==> config.mk <==
export PLATFORM = sky130hd
export DESIGN_NAME = mcr_load_ctrl_flat
export DESIGN_NICKNAME = d
export VERILOG_FILES = /design/src/rtl/mcr_load_pkg.sv /design/src/rtl/mcr_load_ctrl_if.sv /design/src/rtl/mcr_reset_seq.sv /design/src/rtl/mcr_load_ctrl.sv /design/src/flat_wrapper.sv
export SDC_FILE = /design/constraint.sdc
export NUM_CORES = 1
export LEC_CHECK = 0
export CAP_MARGIN = 40
export CORE_UTILIZATION = 51
export DETAILED_ROUTE_END_ITERATION = 8
export GPL_ROUTABILITY_DRIVEN = 0
export GPL_TIMING_DRIVEN = 0
export PLACE_DENSITY = 0.85
export SETUP_SLACK_MARGIN = 0.2
export SKIP_CTS_REPAIR_TIMING = 1
export SLEW_MARGIN = 5
export SYNTH_ARGS = -nofsm -noshare
export SYNTH_HDL_FRONTEND = slang
export SYNTH_HIERARCHICAL = 1
export SYNTH_SLANG_ARGS = --single-unit
==> constraint.sdc <==
create_clock -name clk_sys -period 3.76 [get_ports clk_sys]
set_input_delay 0.752 -clock clk_sys [delete_from_list [all_inputs] [get_ports clk_sys]]
set_output_delay 0.752 -clock clk_sys [all_outputs]
set_load 0.05 [all_outputs]
==> src/rtl/mcr_load_pkg.sv <==
// Shared constants, state type and decode helper for the MCR1 load controller.
package mcr_load_pkg;

    // ioctl download indices handled by the controller
    localparam logic [7:0] IDX_ROM = 8'd0;
    localparam logic [7:0] IDX_MOD = 8'd1;
    localparam logic [7:0] IDX_DIP = 8'd254;

    // game-select byte values
    localparam logic [7:0] MOD_KICK     = 8'd0;
    localparam logic [7:0] MOD_SOLARFOX = 8'd1;

    // core reset sequencer states
    typedef enum logic [1:0] {
        UNLOADED = 2'd0,
        LOADING  = 2'd1,
        HOLD     = 2'd2,
        RUN      = 2'd3
    } load_state_t;

    // A byte strobe only counts while a download is active and targets the wanted index.
    function automatic logic strobe_hit(input logic       download,
                                        input logic       wr,
                                        input logic [7:0] index,
                                        input logic [7:0] want);
        return download & wr & (index == want);
    endfunction

endpackage

==> src/rtl/mcr_load_ctrl_if.sv <==
// HPS ioctl download stream as seen by the load controller.
interface mcr_load_ctrl_if;

    logic        ioctl_download;
    logic [7:0]  ioctl_index;
    logic        ioctl_wr;
    logic [24:0] ioctl_addr;
    logic [7:0]  ioctl_dout;

    // HPS side drives the stream
    modport master (
        output ioctl_download,
        output ioctl_index,
        output ioctl_wr,
        output ioctl_addr,
        output ioctl_dout
    );

    // controller side consumes the stream
    modport slave (
        input ioctl_download,
        input ioctl_index,
        input ioctl_wr,
        input ioctl_addr,
        input ioctl_dout
    );

endinterface

==> src/rtl/mcr_reset_seq.sv <==
// Core reset sequencer: keeps the MCR1 core in reset until a ROM image has
// been loaded, then releases it after a fixed hold period. Any later download
// or user reset puts the core back into reset.
module mcr_reset_seq
    import mcr_load_pkg::*;
#(
    parameter int HOLD_CYCLES = 65535
) (
    input  logic clk_sys,
    input  logic reset,
    input  logic rom_downloading,
    input  logic user_reset,
    output logic core_reset
);

    // HOLD_CYCLES=0 would give a zero-width counter, so keep at least one bit.
    localparam int              CNT_W     = (HOLD_CYCLES < 1) ? 1 : $clog2(HOLD_CYCLES + 1);
    localparam logic [CNT_W-1:0] HOLD_LOAD = CNT_W'(HOLD_CYCLES);
    localparam logic [CNT_W-1:0] CNT_ZERO  = {CNT_W{1'b0}};
    localparam logic [CNT_W-1:0] CNT_ONE   = CNT_W'(1);

    load_state_t      state_r;
    load_state_t      state_next_s;
    logic [CNT_W-1:0] cnt_r;
    logic [CNT_W-1:0] cnt_next_s;
    logic             core_reset_r;
    logic             core_reset_next_s;

    // State, hold counter and registered core reset.
    always_ff @(posedge clk_sys) begin
        if (reset) begin
            state_r      <= UNLOADED;
            cnt_r        <= HOLD_LOAD;
            core_reset_r <= 1'b1;
        end else begin
            state_r      <= state_next_s;
            cnt_r        <= cnt_next_s;
            core_reset_r <= core_reset_next_s;
        end
    end

    // Next-state selection; a download always wins over a user reset.
    always_comb begin
        state_next_s = state_r;
        case (state_r)
            UNLOADED: begin
                if (rom_downloading) state_next_s = LOADING;
                else                 state_next_s = UNLOADED;
            end
            LOADING: begin
                if (!rom_downloading) state_next_s = HOLD;
                else                  state_next_s = LOADING;
            end
            HOLD: begin
                if (rom_downloading)       state_next_s = LOADING;
                else if (user_reset)       state_next_s = HOLD;
                else if (cnt_r == CNT_ZERO) state_next_s = RUN;
                else                       state_next_s = HOLD;
            end
            RUN: begin
                if (rom_downloading) state_next_s = LOADING;
                else if (user_reset) state_next_s = HOLD;
                else                 state_next_s = RUN;
            end
            default: state_next_s = UNLOADED;
        endcase
    end

    // Counter update and core reset level for the coming cycle.
    always_comb begin
        cnt_next_s        = cnt_r;
        core_reset_next_s = 1'b1;
        if ((state_next_s == HOLD) && ((state_r != HOLD) || user_reset)) begin
            cnt_next_s = HOLD_LOAD;
        end else if ((state_r == HOLD) && (cnt_r != CNT_ZERO)) begin
            cnt_next_s = cnt_r - CNT_ONE;
        end else begin
            cnt_next_s = cnt_r;
        end
        if (state_next_s == RUN) core_reset_next_s = 1'b0;
        else                     core_reset_next_s = 1'b1;
    end

    assign core_reset = core_reset_r;

endmodule

==> src/rtl/mcr_load_ctrl.sv <==
// MCR1 load controller: decodes the HPS ioctl download stream into ROM
// writes, the game-select byte and DIP bytes, and drives the core reset.
module mcr_load_ctrl
    import mcr_load_pkg::*;
#(
    parameter int         ROM_AW      = 16,
    parameter int         HOLD_CYCLES = 65535,
    parameter int         DIP_BYTES   = 8,
    parameter logic [7:0] DIP_DEFAULT = 8'hFF
) (
    input  logic                   clk_sys,
    input  logic                   reset,
    input  logic                   user_reset,
    mcr_load_ctrl_if.slave         ioctl,
    output logic                   rom_we,
    output logic [ROM_AW-1:0]      rom_waddr,
    output logic [7:0]             rom_wdata,
    output logic                   rom_downloading,
    output logic                   rom_loaded,
    output logic [7:0]             mod_sel,
    output logic                   mod_kick,
    output logic                   mod_solarfox,
    output logic [8*DIP_BYTES-1:0] dip,
    output logic                   core_reset
);

    logic              rom_hit_s;
    logic              mod_hit_s;
    logic              dip_hit_s;
    logic              rom_dl_now_s;
    logic              rom_in_range_s;

    logic              rom_we_r;
    logic [ROM_AW-1:0] rom_waddr_r;
    logic [7:0]        rom_wdata_r;
    logic              rom_dl_r;
    logic              rom_dl_prev_r;
    logic              rom_loaded_r;
    logic [7:0]        mod_sel_r;
    logic              mod_kick_r;
    logic              mod_solarfox_r;
    logic [7:0]        dip_r [DIP_BYTES];

    // Address bits above the ROM window must all be zero for a ROM write.
    assign rom_in_range_s = ((ioctl.ioctl_addr >> ROM_AW) == 25'd0);
    assign rom_hit_s      = strobe_hit(ioctl.ioctl_download, ioctl.ioctl_wr, ioctl.ioctl_index, IDX_ROM)
                            & rom_in_range_s;
    assign mod_hit_s      = strobe_hit(ioctl.ioctl_download, ioctl.ioctl_wr, ioctl.ioctl_index, IDX_MOD);
    assign dip_hit_s      = strobe_hit(ioctl.ioctl_download, ioctl.ioctl_wr, ioctl.ioctl_index, IDX_DIP);
    assign rom_dl_now_s   = ioctl.ioctl_download & (ioctl.ioctl_index == IDX_ROM);

    // ROM write port: one-cycle registered copy of each accepted index-0 byte.
    always_ff @(posedge clk_sys) begin
        if (reset) begin
            rom_we_r    <= 1'b0;
            rom_waddr_r <= {ROM_AW{1'b0}};
            rom_wdata_r <= 8'd0;
        end else begin
            rom_we_r <= rom_hit_s;
            if (rom_hit_s) begin
                rom_waddr_r <= ioctl.ioctl_addr[ROM_AW-1:0];
                rom_wdata_r <= ioctl.ioctl_dout;
            end else begin
                rom_waddr_r <= rom_waddr_r;
                rom_wdata_r <= rom_wdata_r;
            end
        end
    end

    // Download flag and its delayed copy; deliberately not cleared by reset so
    // a download in flight across a block reset is still tracked to its end.
    always_ff @(posedge clk_sys) begin
        rom_dl_r      <= rom_dl_now_s;
        rom_dl_prev_r <= rom_dl_r;
    end

    // Sticky "ROM loaded" flag, set one cycle after rom_downloading falls.
    always_ff @(posedge clk_sys) begin
        if (reset) begin
            rom_loaded_r <= 1'b0;
        end else if (rom_dl_prev_r & ~rom_dl_r) begin
            rom_loaded_r <= 1'b1;
        end else begin
            rom_loaded_r <= rom_loaded_r;
        end
    end

    // Game-select byte with its decoded flags; the last write wins.
    always_ff @(posedge clk_sys) begin
        if (reset) begin
            mod_sel_r      <= MOD_KICK;
            mod_kick_r     <= 1'b1;
            mod_solarfox_r <= 1'b0;
        end else if (mod_hit_s) begin
            mod_sel_r      <= ioctl.ioctl_dout;
            mod_kick_r     <= (ioctl.ioctl_dout == MOD_KICK);
            mod_solarfox_r <= (ioctl.ioctl_dout == MOD_SOLARFOX);
        end else begin
            mod_sel_r      <= mod_sel_r;
            mod_kick_r     <= mod_kick_r;
            mod_solarfox_r <= mod_solarfox_r;
        end
    end

    for (genvar n = 0; n < DIP_BYTES; n++) begin : g_dip
        // One capture register per DIP byte; addresses beyond the last byte never match.
        always_ff @(posedge clk_sys) begin
            if (reset) begin
                dip_r[n] <= DIP_DEFAULT;
            end else if (dip_hit_s && (ioctl.ioctl_addr == 25'(n))) begin
                dip_r[n] <= ioctl.ioctl_dout;
            end else begin
                dip_r[n] <= dip_r[n];
            end
        end
        assign dip[8*n +: 8] = dip_r[n];
    end

    mcr_reset_seq #(
        .HOLD_CYCLES (HOLD_CYCLES)
    ) u_reset_seq (
        .clk_sys         (clk_sys),
        .reset           (reset),
        .rom_downloading (rom_dl_r),
        .user_reset      (user_reset),
        .core_reset      (core_reset)
    );

    assign rom_we          = rom_we_r;
    assign rom_waddr       = rom_waddr_r;
    assign rom_wdata       = rom_wdata_r;
    assign rom_downloading = rom_dl_r;
    assign rom_loaded      = rom_loaded_r;
    assign mod_sel         = mod_sel_r;
    assign mod_kick        = mod_kick_r;
    assign mod_solarfox    = mod_solarfox_r;

endmodule

==> src/flat_wrapper.sv <==
// flat-port wrapper written by rule: the top's interface ports become plain ports
module mcr_load_ctrl_flat import mcr_load_pkg::*;
#(
    parameter int         ROM_AW      = 16,
    parameter int         HOLD_CYCLES = 65535,
    parameter int         DIP_BYTES   = 8,
    parameter logic [7:0] DIP_DEFAULT = 8'hFF
)
  (clk_sys, reset, user_reset, rom_we, rom_waddr, rom_wdata, rom_downloading, rom_loaded, mod_sel, mod_kick, mod_solarfox, dip, core_reset, ioctl_ioctl_download, ioctl_ioctl_index, ioctl_ioctl_wr, ioctl_ioctl_addr, ioctl_ioctl_dout);
  mcr_load_ctrl_if ioctl_i ();
  input  logic clk_sys;
  input  logic reset;
  input  logic user_reset;
  output logic rom_we;
  output logic [ROM_AW-1:0] rom_waddr;
  output logic [7:0] rom_wdata;
  output logic rom_downloading;
  output logic rom_loaded;
  output logic [7:0] mod_sel;
  output logic mod_kick;
  output logic mod_solarfox;
  output logic [8*DIP_BYTES-1:0] dip;
  output logic core_reset;
  input wire logic [$bits(ioctl_i.ioctl_download)-1:0] ioctl_ioctl_download;
  input wire logic [$bits(ioctl_i.ioctl_index)-1:0] ioctl_ioctl_index;
  input wire logic [$bits(ioctl_i.ioctl_wr)-1:0] ioctl_ioctl_wr;
  input wire logic [$bits(ioctl_i.ioctl_addr)-1:0] ioctl_ioctl_addr;
  input wire logic [$bits(ioctl_i.ioctl_dout)-1:0] ioctl_ioctl_dout;
  assign ioctl_i.ioctl_download = ioctl_ioctl_download;
  assign ioctl_i.ioctl_index = ioctl_ioctl_index;
  assign ioctl_i.ioctl_wr = ioctl_ioctl_wr;
  assign ioctl_i.ioctl_addr = ioctl_ioctl_addr;
  assign ioctl_i.ioctl_dout = ioctl_ioctl_dout;
  mcr_load_ctrl #(.ROM_AW(ROM_AW), .HOLD_CYCLES(HOLD_CYCLES), .DIP_BYTES(DIP_BYTES), .DIP_DEFAULT(DIP_DEFAULT)) u_core (.clk_sys(clk_sys), .reset(reset), .user_reset(user_reset), .ioctl(ioctl_i), .rom_we(rom_we), .rom_waddr(rom_waddr), .rom_wdata(rom_wdata), .rom_downloading(rom_downloading), .rom_loaded(rom_loaded), .mod_sel(mod_sel), .mod_kick(mod_kick), .mod_solarfox(mod_solarfox), .dip(dip), .core_reset(core_reset));
endmodule
==> results.toml <==
[worst_setup_path]
ff2ff_setup_slack_ps = 1580
crit_required_ps = 3930
path_class = "input port to flip-flop"
critPathMaxStageDelay_ps = 600
crit_arrival_ps = 3200
cp-start-kind = "input port"
crit_chain = "clkdlybuf4s50_1 -> or3_1 -> or4_1 -> buf_6 -> nor4_4 -> a21o_1"
crit_slowest_cell = "nor4_4"
cp_max_fo = 9
cp-end-kind = "flip-flop"

[global_routing]
top_usage_layer = "met2"
grt_pass1_wl_um = 20700
use_met2_pct = 45.9
grt_antenna_before_repair = 0
grt_pass1_vias = 4043
grt_overflow = 0
use_met3_pct = 6.91
grt_start_max_net_pins = 17
track_usage_pct = 26.9
met1_usage_pct = 31.3

[place]
place_hpwl_um = 9850
portBuffers = 147
place_inst = 725

[die]
start_util_pct = 52.6
dieHeight_um = 102
rows = 36
core_sq_mm = 0.00973
die_w_um = 102
die_area_sq_mm = 0.0104
ios = 148

[clock_network]
root_buffer = "clkbuf_8"
cts_buffer_depth = 2
cts_tree = "built"
htree_levels = 4
insertion_delay_ps = 510
numCtsBuffers = 17
cts_sinks = 121
clk_pin_slew_ps = 60

[sta]
period_minus_slack_ps = 3040
finalSetupTns_ps = 0
hold_viol_final = 0
clock_skew_ps = 3.19
worst_pin_slew_ps = 714
slew_headroom_pct = 51.8
setup_viol = 0
slew_viol_final = 0
post-route-period-util_pct = 80.8
max_freq_mhz = 329
rsz0062_at_grt = "false"

[route]
finalWirelength_um = 13800
routed_via_density = 5.52
drc = 0
drtIter0Drc = 241
dr_total_vias = 4173
dr.pass1.iters = 5
wire_per_inst_um = 18.3
antenna_left = 0

[status]
status = "completed"

[logic_synthesis]
ys_types = 49
synth_warnings = 6
syn_inst = 445
yosysSeqAreaShare_pct = 59.9
syn_area_sq_mm = 0.00512
synth_top_cell_by_area = "edfxtp_1"
synth_edf_count = 64
avgSynthCellArea_sq_um = 11.5
ys_ff_latch = 121
synthArstFlopShare_pct = 0
ys_top_cells_by_area = "edfxtp_1, dfxtp_1, mux2i_1"
synth_top_area_share_pct = 37.6
synth_fp_nets = 493
ys.flop_type = "edfxtp_1"

[power_and_ir_drop]
max-vdd-ir-drop_uv = 276
power_density_mw_per_mm2 = 461
p_total_uw = 3380
leakagePower_uw = 0.00267

[finish]
final_cell_mix = "clkdlybuf4s50_1, edfxtp_1, nand2_1, dfxtp_1, nand2b_1"
fin_util_pct = 75.5
antenna_cells = 0
fin_nets = 659
final_common_cell = "clkdlybuf4s50_1"
area_delta_synth_final_pct = 43.5
layout-drive-gt1-share_pct = 10.1
final_cells = 756

[hold_path]
hold_path_class = "flip-flop to flip-flop"

[job]
max-cap-violations = 0
critical path, delay by kind of cell:
family | cells | cell delay, ps
compound gates | 1 | 450
simple gates | 3 | 1400
buf+inv | 2 | 590
where the power goes:
part	switching, uW	internal (uW)
logic	217	126
clock network	589	1010
registers	12.6	1430
total	818	2560
sequential cells by signal (all words and copies together), names as in the netlist:
name,cells
u_core/dip_r,64
u_core/rom_waddr,16
u_core/u_reset_seq/cnt_r,16
u_core/mod_sel,8
u_core/rom_wdata,8
u_core/u_reset_seq/state_r,2
u_core/mod_kick,1
u_core/mod_solarfox,1
u_core/rom_dl_prev_r,1
u_core/rom_downloading,1
u_core/rom_loaded,1
u_core/rom_we,1
u_core/u_reset_seq/core_reset,1
cells in the mapped netlist, types with 2 or more instances:
cell / number
a211o_1: 2
a21o_1: 8
a21oi_1: 11
a31oi_1: 6
and2_1: 2
and3_1: 9
and4_1: 4
buf_4: 2
buf_6: 3
clkbuf_1: 10
dfxtp_1: 57
edfxtp_1: 64
ha_1: 2
inv_1: 8
mux2i_1: 35
nand2_1: 63
nand2b_1: 50
nand3_1: 2
nand4_1: 5
nor2_1: 37
nor3_1: 6
nor4_1: 7
nor4_4: 5
o21ai_0: 11
or2_2: 8
or3_1: 4
or4_4: 2
metrics by stage:
step,hold WS [ps],instance area [sq um],setup WS (ps)
after floorplan,433,5120,1010
after global placement,446,6750,340
after detailed placement,456,6750,261
after CTS,467,7340,780
after global routing,488,7340,642
final,461,7340,721
layout make-up:
type | instances | area (sq um)
repair buffers | 147 | 1470
multi-input cells | 299 | 1930
plain buffers | 17 | 95.1
inverters | 8 | 30.0
clock inverters | 14 | 174
flip-flops and latches | 121 | 3060
fillers | 641 | 2390
well taps | 133 | 166
clock buffers | 17 | 414
path summary, 6_finish.rpt:
| check | from | cells past startpoint | endpoint |
|---|---|---|---|
| worst max-delay path | ioctl_ioctl_addr[3] | 6 | u_core/dip_r[0][25]$_SDFFCE_PN1P_ |
| worst min-delay path | u_core/rom_downloading$_DFF_P_ | 0 | u_core/rom_dl_prev_r$_DFF_P_ |
| worst max register to register | u_core/u_reset_seq/cnt_r[0]$_SDFFE_PP1P_ | 6 | u_core/u_reset_seq/core_reset$_SDFF_PP1_ |
| worst min register to register | u_core/rom_downloading$_DFF_P_ | 0 | u_core/rom_dl_prev_r$_DFF_P_ |
per-layer routing:
layer	wire length, um	vias up
met2	7200	208
met5	0	-
met3	1010	32
li1	-	1917
met4	341	0
met1	5250	2016
cells by family after synthesis:
group / synth area share [%]
AOI/OAI and AO/OA: 5.31
xor gates and xnor gates: 0.171
adders and majority gates: 0.489
buffers and inverters: 2.45
DFF: 59.9
muxes: 6.85
and+or+nand+nor: 24.9
(Power assumes the default switching activity.)
